File: config.mk
export PLATFORM = sky130hd
export DESIGN_NAME = fall_feature_extractor
export DESIGN_NICKNAME = d
export VERILOG_FILES = /design/src/rtl/fall_feature_extractor.sv
export SDC_FILE = /design/constraint.sdc
export NUM_CORES = 2
export LEC_CHECK = 0
export ABC_AREA = 1
export BUFFER_PORTS_ARGS = -buffer_cell sky130_fd_sc_hd__buf_4
export CORE_MARGIN = 5
export CORE_UTILIZATION = 40
export DETAILED_ROUTE_END_ITERATION = 10
export HOLD_SLACK_MARGIN = 0.08
export PLACE_DENSITY_LB_ADDON = 0.1
export SYNTH_ARGS = -nofsm -noshare
export SYNTH_HDL_FRONTEND = slang
export SYNTH_SLANG_ARGS = --single-unit
File: constraint.sdc
create_clock -name clk -period 7.9 [get_ports clk]
set_clock_uncertainty 0.05 [all_clocks]
set_input_delay 1.58 -clock clk [delete_from_list [all_inputs] [get_ports clk]]
set_output_delay 1.58 -clock clk [all_outputs]
set_load 0.01 [all_outputs]
File: src/rtl/fall_feature_extractor.sv
// Windowed mean / std-deviation feature extractor feeding the fall-detection SVM.
// Accumulates 2^WINDOW_LOG2 Q8.8 samples, then emits Q16.16 mean and std with a one-cycle start.
module fall_feature_extractor #(
  parameter int WINDOW_LOG2 = 6
) (
  input  logic        clk,
  input  logic        reset_n,
  input  logic        sample_valid,
  output logic        sample_ready,
  input  logic [15:0] sample_in,
  output logic [31:0] feature_mean,
  output logic [31:0] feature_std,
  output logic        start
);

  // state | meaning
  // ACC   | accepting samples into sum / sumsq
  // CALC  | mean and clamped variance, load sqrt radicand
  // SQRT  | 24 restoring square-root iterations, MSB first
  // EMIT  | publish features, pulse start, clear accumulators
  typedef enum logic [1:0] {ACC, CALC, SQRT, EMIT} state_t;

  localparam int SUM_W = 16 + WINDOW_LOG2;
  localparam int SQ_W  = 32 + WINDOW_LOG2;

  state_t                  state_q, state_d;
  logic [WINDOW_LOG2-1:0]  count_q, count_d;
  logic signed [SUM_W-1:0] sum_q, sum_d;
  logic [SQ_W-1:0]         sumsq_q, sumsq_d;
  logic signed [15:0]      mean_q, mean_d;
  logic [47:0]             rad_q, rad_d;
  logic [25:0]             rem_q, rem_d;
  logic [23:0]             root_q, root_d;
  logic [4:0]              iter_q, iter_d;
  logic [31:0]             mean_out_q, mean_out_d;
  logic [31:0]             std_out_q, std_out_d;
  logic                    start_q, start_d;

  logic                    accept;
  logic                    last_sample;
  logic signed [15:0]      sample_s;
  logic [31:0]             prod;
  logic signed [15:0]      mean_w;
  logic [31:0]             msq_w;
  logic signed [31:0]      mean_sq_w;
  logic [32:0]             var_w;
  logic [31:0]             var_clamp;
  logic [27:0]             rem_shift;
  logic [27:0]             trial;

  assign accept      = sample_valid && sample_ready;
  assign last_sample = (count_q == '1);
  assign sample_s    = sample_in;
  assign prod        = 32'(sample_s) * 32'(sample_s);

  // floor mean and E[x^2]; a floored negative mean can push the variance below zero
  assign mean_w    = 16'(sum_q >>> WINDOW_LOG2);
  assign msq_w     = 32'(sumsq_q >> WINDOW_LOG2);
  assign mean_sq_w = 32'(mean_w) * 32'(mean_w);
  assign var_w     = {1'b0, msq_w} - {1'b0, mean_sq_w};
  assign var_clamp = var_w[32] ? 32'd0 : var_w[31:0];

  assign rem_shift = {rem_q, rad_q[47:46]};
  assign trial     = {2'b00, root_q, 2'b01};

  always_ff @(posedge clk) begin
    if (!reset_n) begin
      state_q <= ACC;
    end else begin
      state_q <= state_d;
    end
  end

  always_comb begin
    state_d = state_q;
    case (state_q)
      ACC:     if (accept && last_sample) state_d = CALC;
      CALC:    state_d = SQRT;
      SQRT:    if (iter_q == 5'd0) state_d = EMIT;
      EMIT:    state_d = ACC;
      default: state_d = ACC;
    endcase
  end

  always_comb begin
    sample_ready = (state_q == ACC) && reset_n;
  end

  always_comb begin
    count_d    = count_q;
    sum_d      = sum_q;
    sumsq_d    = sumsq_q;
    mean_d     = mean_q;
    rad_d      = rad_q;
    rem_d      = rem_q;
    root_d     = root_q;
    iter_d     = iter_q;
    mean_out_d = mean_out_q;
    std_out_d  = std_out_q;
    start_d    = 1'b0;
    case (state_q)
      ACC: begin
        if (accept) begin
          count_d = count_q + WINDOW_LOG2'(1);
          sum_d   = sum_q + SUM_W'(sample_s);
          sumsq_d = sumsq_q + SQ_W'(prod);
        end
      end
      CALC: begin
        mean_d = mean_w;
        rad_d  = {var_clamp, 16'h0000};
        rem_d  = '0;
        root_d = '0;
        iter_d = 5'd23;
      end
      SQRT: begin
        rad_d  = {rad_q[45:0], 2'b00};
        iter_d = iter_q - 5'd1;
        if (rem_shift >= trial) begin
          rem_d  = 26'(rem_shift - trial);
          root_d = {root_q[22:0], 1'b1};
        end else begin
          rem_d  = 26'(rem_shift);
          root_d = {root_q[22:0], 1'b0};
        end
      end
      EMIT: begin
        start_d    = 1'b1;
        mean_out_d = {{8{mean_q[15]}}, mean_q, 8'h00};
        std_out_d  = {8'h00, root_q};
        count_d    = '0;
        sum_d      = '0;
        sumsq_d    = '0;
      end
      default: ;
    endcase
  end

  always_ff @(posedge clk) begin
    if (!reset_n) begin
      count_q    <= '0;
      sum_q      <= '0;
      sumsq_q    <= '0;
      mean_q     <= '0;
      rad_q      <= '0;
      rem_q      <= '0;
      root_q     <= '0;
      iter_q     <= '0;
      mean_out_q <= '0;
      std_out_q  <= '0;
      start_q    <= 1'b0;
    end else begin
      count_q    <= count_d;
      sum_q      <= sum_d;
      sumsq_q    <= sumsq_d;
      mean_q     <= mean_d;
      rad_q      <= rad_d;
      rem_q      <= rem_d;
      root_q     <= root_d;
      iter_q     <= iter_d;
      mean_out_q <= mean_out_d;
      std_out_q  <= std_out_d;
      start_q    <= start_d;
    end
  end

  assign feature_mean = mean_out_q;
  assign feature_std  = std_out_q;
  assign start        = start_q;

endmodule
==> results.md <==
- The flow ran to the end, and the final reports show no timing, DRC or antenna violations.
- In this run the mean area of a mapped cell was 7.09 um2.
- The die width is 304 um.
- After the first detailed-routing iteration, the DRC count stood at 1954.
- Sorting the synthesized cells by area gives the leading types as sky130_fd_sc_hd__fa_1 28%, sky130_fd_sc_hd__inv_1 13%, sky130_fd_sc_hd__nand2_1 13%.
- The number of enable-type register cells in the synthesized netlist is 0.
- STA puts the critical path data required time at 8.36 ns.
- The number of standard-cell rows in the floorplan is 107.
- The commonest cells after synthesis are 1173 x sky130_fd_sc_hd__inv_1, 1152 x sky130_fd_sc_hd__nand2_1, 479 x sky130_fd_sc_hd__fa_1.
- For this run, the share of the core covered by cells in the final layout is 0.466.
- Compared with the post-synthesis result, the final layout area differs by 15.4%.
- The total number of clock tree sinks is 212.
- The buffer cell driving the clock tree root is sky130_fd_sc_hd__clkbuf_16.
- The setup check on the worst reg-to-reg path leaves a slack of 0.34 ns.
- For the worst-skew pair, the clock arrives at the later sink with an insertion delay of 0.60 ns.
- The clock transition at the register clock pins on the worst setup and hold paths after CTS is 0.06 ns.
- The number of different library cells used by synthesis comes to 52.
- The endpoint of the worst hold path is root_q[23]$_SDFFE_PN0P_.
- The routed layout has 30470 vias.
- The share of the Yosys chip area taken by registers is 0.123.
- In this run the most critical hold path is launched from root_q[22]$_SDFFE_PN0P_.
- In the global route stage, overall resource usage came out at 0.216.
- The overflow left after global routing is 0.
- The die height is 304 um.
- The wire length of the first global-routing pass is 164000 um.
- The worst path meets setup with 0.275 ns of slack.
- Buffers placed on the I/O ports in this run total 68.
- The number of global-route vias before repair is 30497.
- For this run, the slowest stage of the critical path takes 0.50 ns.
- The cell count after synthesis is 4877.
- Of the post-synthesis cell area, the dominant cell type holds 0.277.
- The number of routed nets with antenna violations is 0.
- The number of stages on the worst hold path is 2.
- Setup repair after global routing could not meet its margin everywhere.
- The number of remaining DRC errors is 0.
- The number of max-capacitance violations reported is 0.
- The number of hold-slack violations in the final timing report is 0.
- Derived from the worst setup path, the maximum achievable clock frequency is 0.131 GHz.
- The proportion of synthesized flip-flops having asynchronous set or reset is 0.
- The number of endpoints failing setup at the final stage is 0.
- The length in cells of the worst reg-to-reg path is 29.
- The first detailed-routing pass ran for 6 iterations.
- Counting the fill cells in the layout gives 8929.
- The total routed wirelength is 101000 um.
- The area occupied by registers is 4260 um2.
- The total number of cells along the worst setup path is 33.
- The initial utilization of the core area, before any placement, comes to 0.404.
- The most repeated cell in the gate-level netlist after synthesis is sky130_fd_sc_hd__inv_1.
- After detailed routing, the average wire length per cell comes to 15.9 um.
- The type of the worst min-delay path is reg -> reg.
- At the end of routability-driven placement, the weighted congestion stood at 0.935.
- The initial antenna violation count is 0.
- For this design the top-level I/O count stands at 85.
- The max-slew violation total from the final report is 0.
- The number of H-tree levels is 1.
- The cell taking the most area after synthesis is sky130_fd_sc_hd__fa_1.
- Of the cells placed in the final design, the portion with a size suffix greater than 1 is 0.118.
- The kind of start point of the critical path is an input port.
- After the last flow step, the layout net total stands at 5970.
- The mean number of vias per cell is 4.80.
- The worst setup path is captured at a flip-flop.
- In this run the tightest slew margin relative to its limit is 0.316.
- The cell area after synthesis is 34600 um2.
- The count of warnings emitted by yosys is 0.
- The clock tree from TritonCTS is done.
- The worst register-to-register path begins at sum_q[20]$_SDFFE_PN0P_.
- Buffers inserted to repair hold after CTS numbered 0.
- The family with the most delay on the worst path is adder cells.
- Before CTS, the worst setup slack after placement is -0.435 ns.
- The maximum count of clock buffers along a single path is 3.
- The buffering stage count on the worst path with inverters included is 11.
- The shortest period the worst path allows is 7.62 ns.
- The standard cell core area is 85500 um2.
- Summed over all nets, the half-perimeter wirelength after detailed placement is 85200 um.
- For this run, the leading register cell type out of synthesis is sky130_fd_sc_hd__dfxtp_1.
- After synthesis the netlist holds a flip-flop and latch count of 212.
- Entering global routing, the biggest net connects 78 pins.
- The endpoint identified for the worst register-to-register timing path is rad_q[33]$_SDFFE_PN0P_.
- The number of antenna diodes in the final layout is 0.
- The final critical-path share of the clock period is 0.965.
- The number of buffers created by CTS is 27.
- The die area is 92400 um2.
- The slowest stage of the critical path is the sky130_fd_sc_hd__fa_1 cell.
- The signal arrival time at the worst endpoint is 8.09 ns.
- The largest driver fanout on the critical path is 9.
- The final cell area excluding filler cells is 39900 um2.
- Final hold analysis gives a worst-case slack of 0.402 ns.
- The classification of the worst setup path is in -> reg.
- For the pin with the worst max-slew slack, the measured transition is 1.02 ns.
- The area of the multi-input gates is 25600 um2.
- Summing all placed instances gives a cell area of 38600 um2.
worst max-delay path by stage:
stage,start,slack (ns),endpoint
after global placement,sample_in[9],-0.40,sumsq_q[35]$_SDFFE_PN0P_
after floorplan,sample_in[15],0.03,sumsq_q[32]$_SDFFE_PN0P_
final,sample_in[15],0.28,sumsq_q[26]$_SDFFE_PN0P_
after CTS,sum_q[21]$_SDFFE_PN0P_,0.09,rad_q[47]$_SDFFE_PN0P_
after global routing,sample_in[8],-0.02,sumsq_q[25]$_SDFFE_PN0P_
after detailed placement,sample_in[15],-0.43,sumsq_q[36]$_SDFFE_PN0P_
worst min-delay path, delay by kind of cell (launching register included):
kind,cells,cell delay (ns)
AO/OA/AOI/OAI,1,0.05
flip-flops,1,0.32
AND/OR/NAND/NOR,1,0.06
flip-flops by register name (all words and copies together) (netlist names):
register and flops:
sumsq_q 38, rad_q 32, rem_q 26, feature_std 24, root_q 24, sum_q 22, feature_mean 16, mean_q 16
count_q 6, iter_q 5, state_q 2, start 1
logic make-up (layout without fill, tap and decap cells):
family,Yosys count,count (layout),synth area share
adder cells (fa/ha/maj),772,772,0.383
AO/OA/AOI/OAI,656,656,0.103
flip-flops,212,212,0.123
AND/OR/NAND/NOR,1785,1785,0.214
other,1,16,0.000108
buffers and inverters,1341,1647,0.149
XOR/XNOR,110,110,0.0279
per-stage QoR:
step | TNS, ns | cells
2_1_floorplan | 0 | 4892
3_3_place_gp | -7.01 | 6289
3_5_place_dp | -7.35 | 6289
4_1_cts | 0 | 6337
5_1_grt | -0.0253 | 6342
6_report | 0 | 6342
what timing repair did:
action                                  in CTS  in global routing
endpoints found under the setup margin       0                 55
hold endpoints to repair                     0                  0
resized for setup                            0                102
buffers inserted                             0                  5
layout make-up:
cell class,instances,area share
inverters,1181,0.111
clock inverters,17,0.00483
multi-input cells,3339,0.642
clock buffers,31,0.0176
repair buffers,418,0.0817
flip-flops and latches,212,0.107
well taps,1144,0.0359
layer usage:
metal	share of wire	track usage
met1	0.50	0.325
met3	0.040	0.0173
met4	0.014	0.0270
met5	0	0
met2	0.44	0.350
placed cells by master, fill, tap and decap left out, drive strengths merged, types with 64 or more instances in the layout:
| cell type | n |
|---|---|
| nand4 | 64 |
| xor2 | 69 |
| dfxtp | 212 |
| nand2 | 1164 |
| nand3 | 197 |
| ha | 293 |
| o21ai | 179 |
| inv | 1183 |
| buf | 418 |
| a21oi | 389 |
| fa | 479 |
| nor2 | 276 |
Power is left out: the tool's default activity adds up to more than one toggle a clock period on the data nets, which glitch-free logic cannot reach.
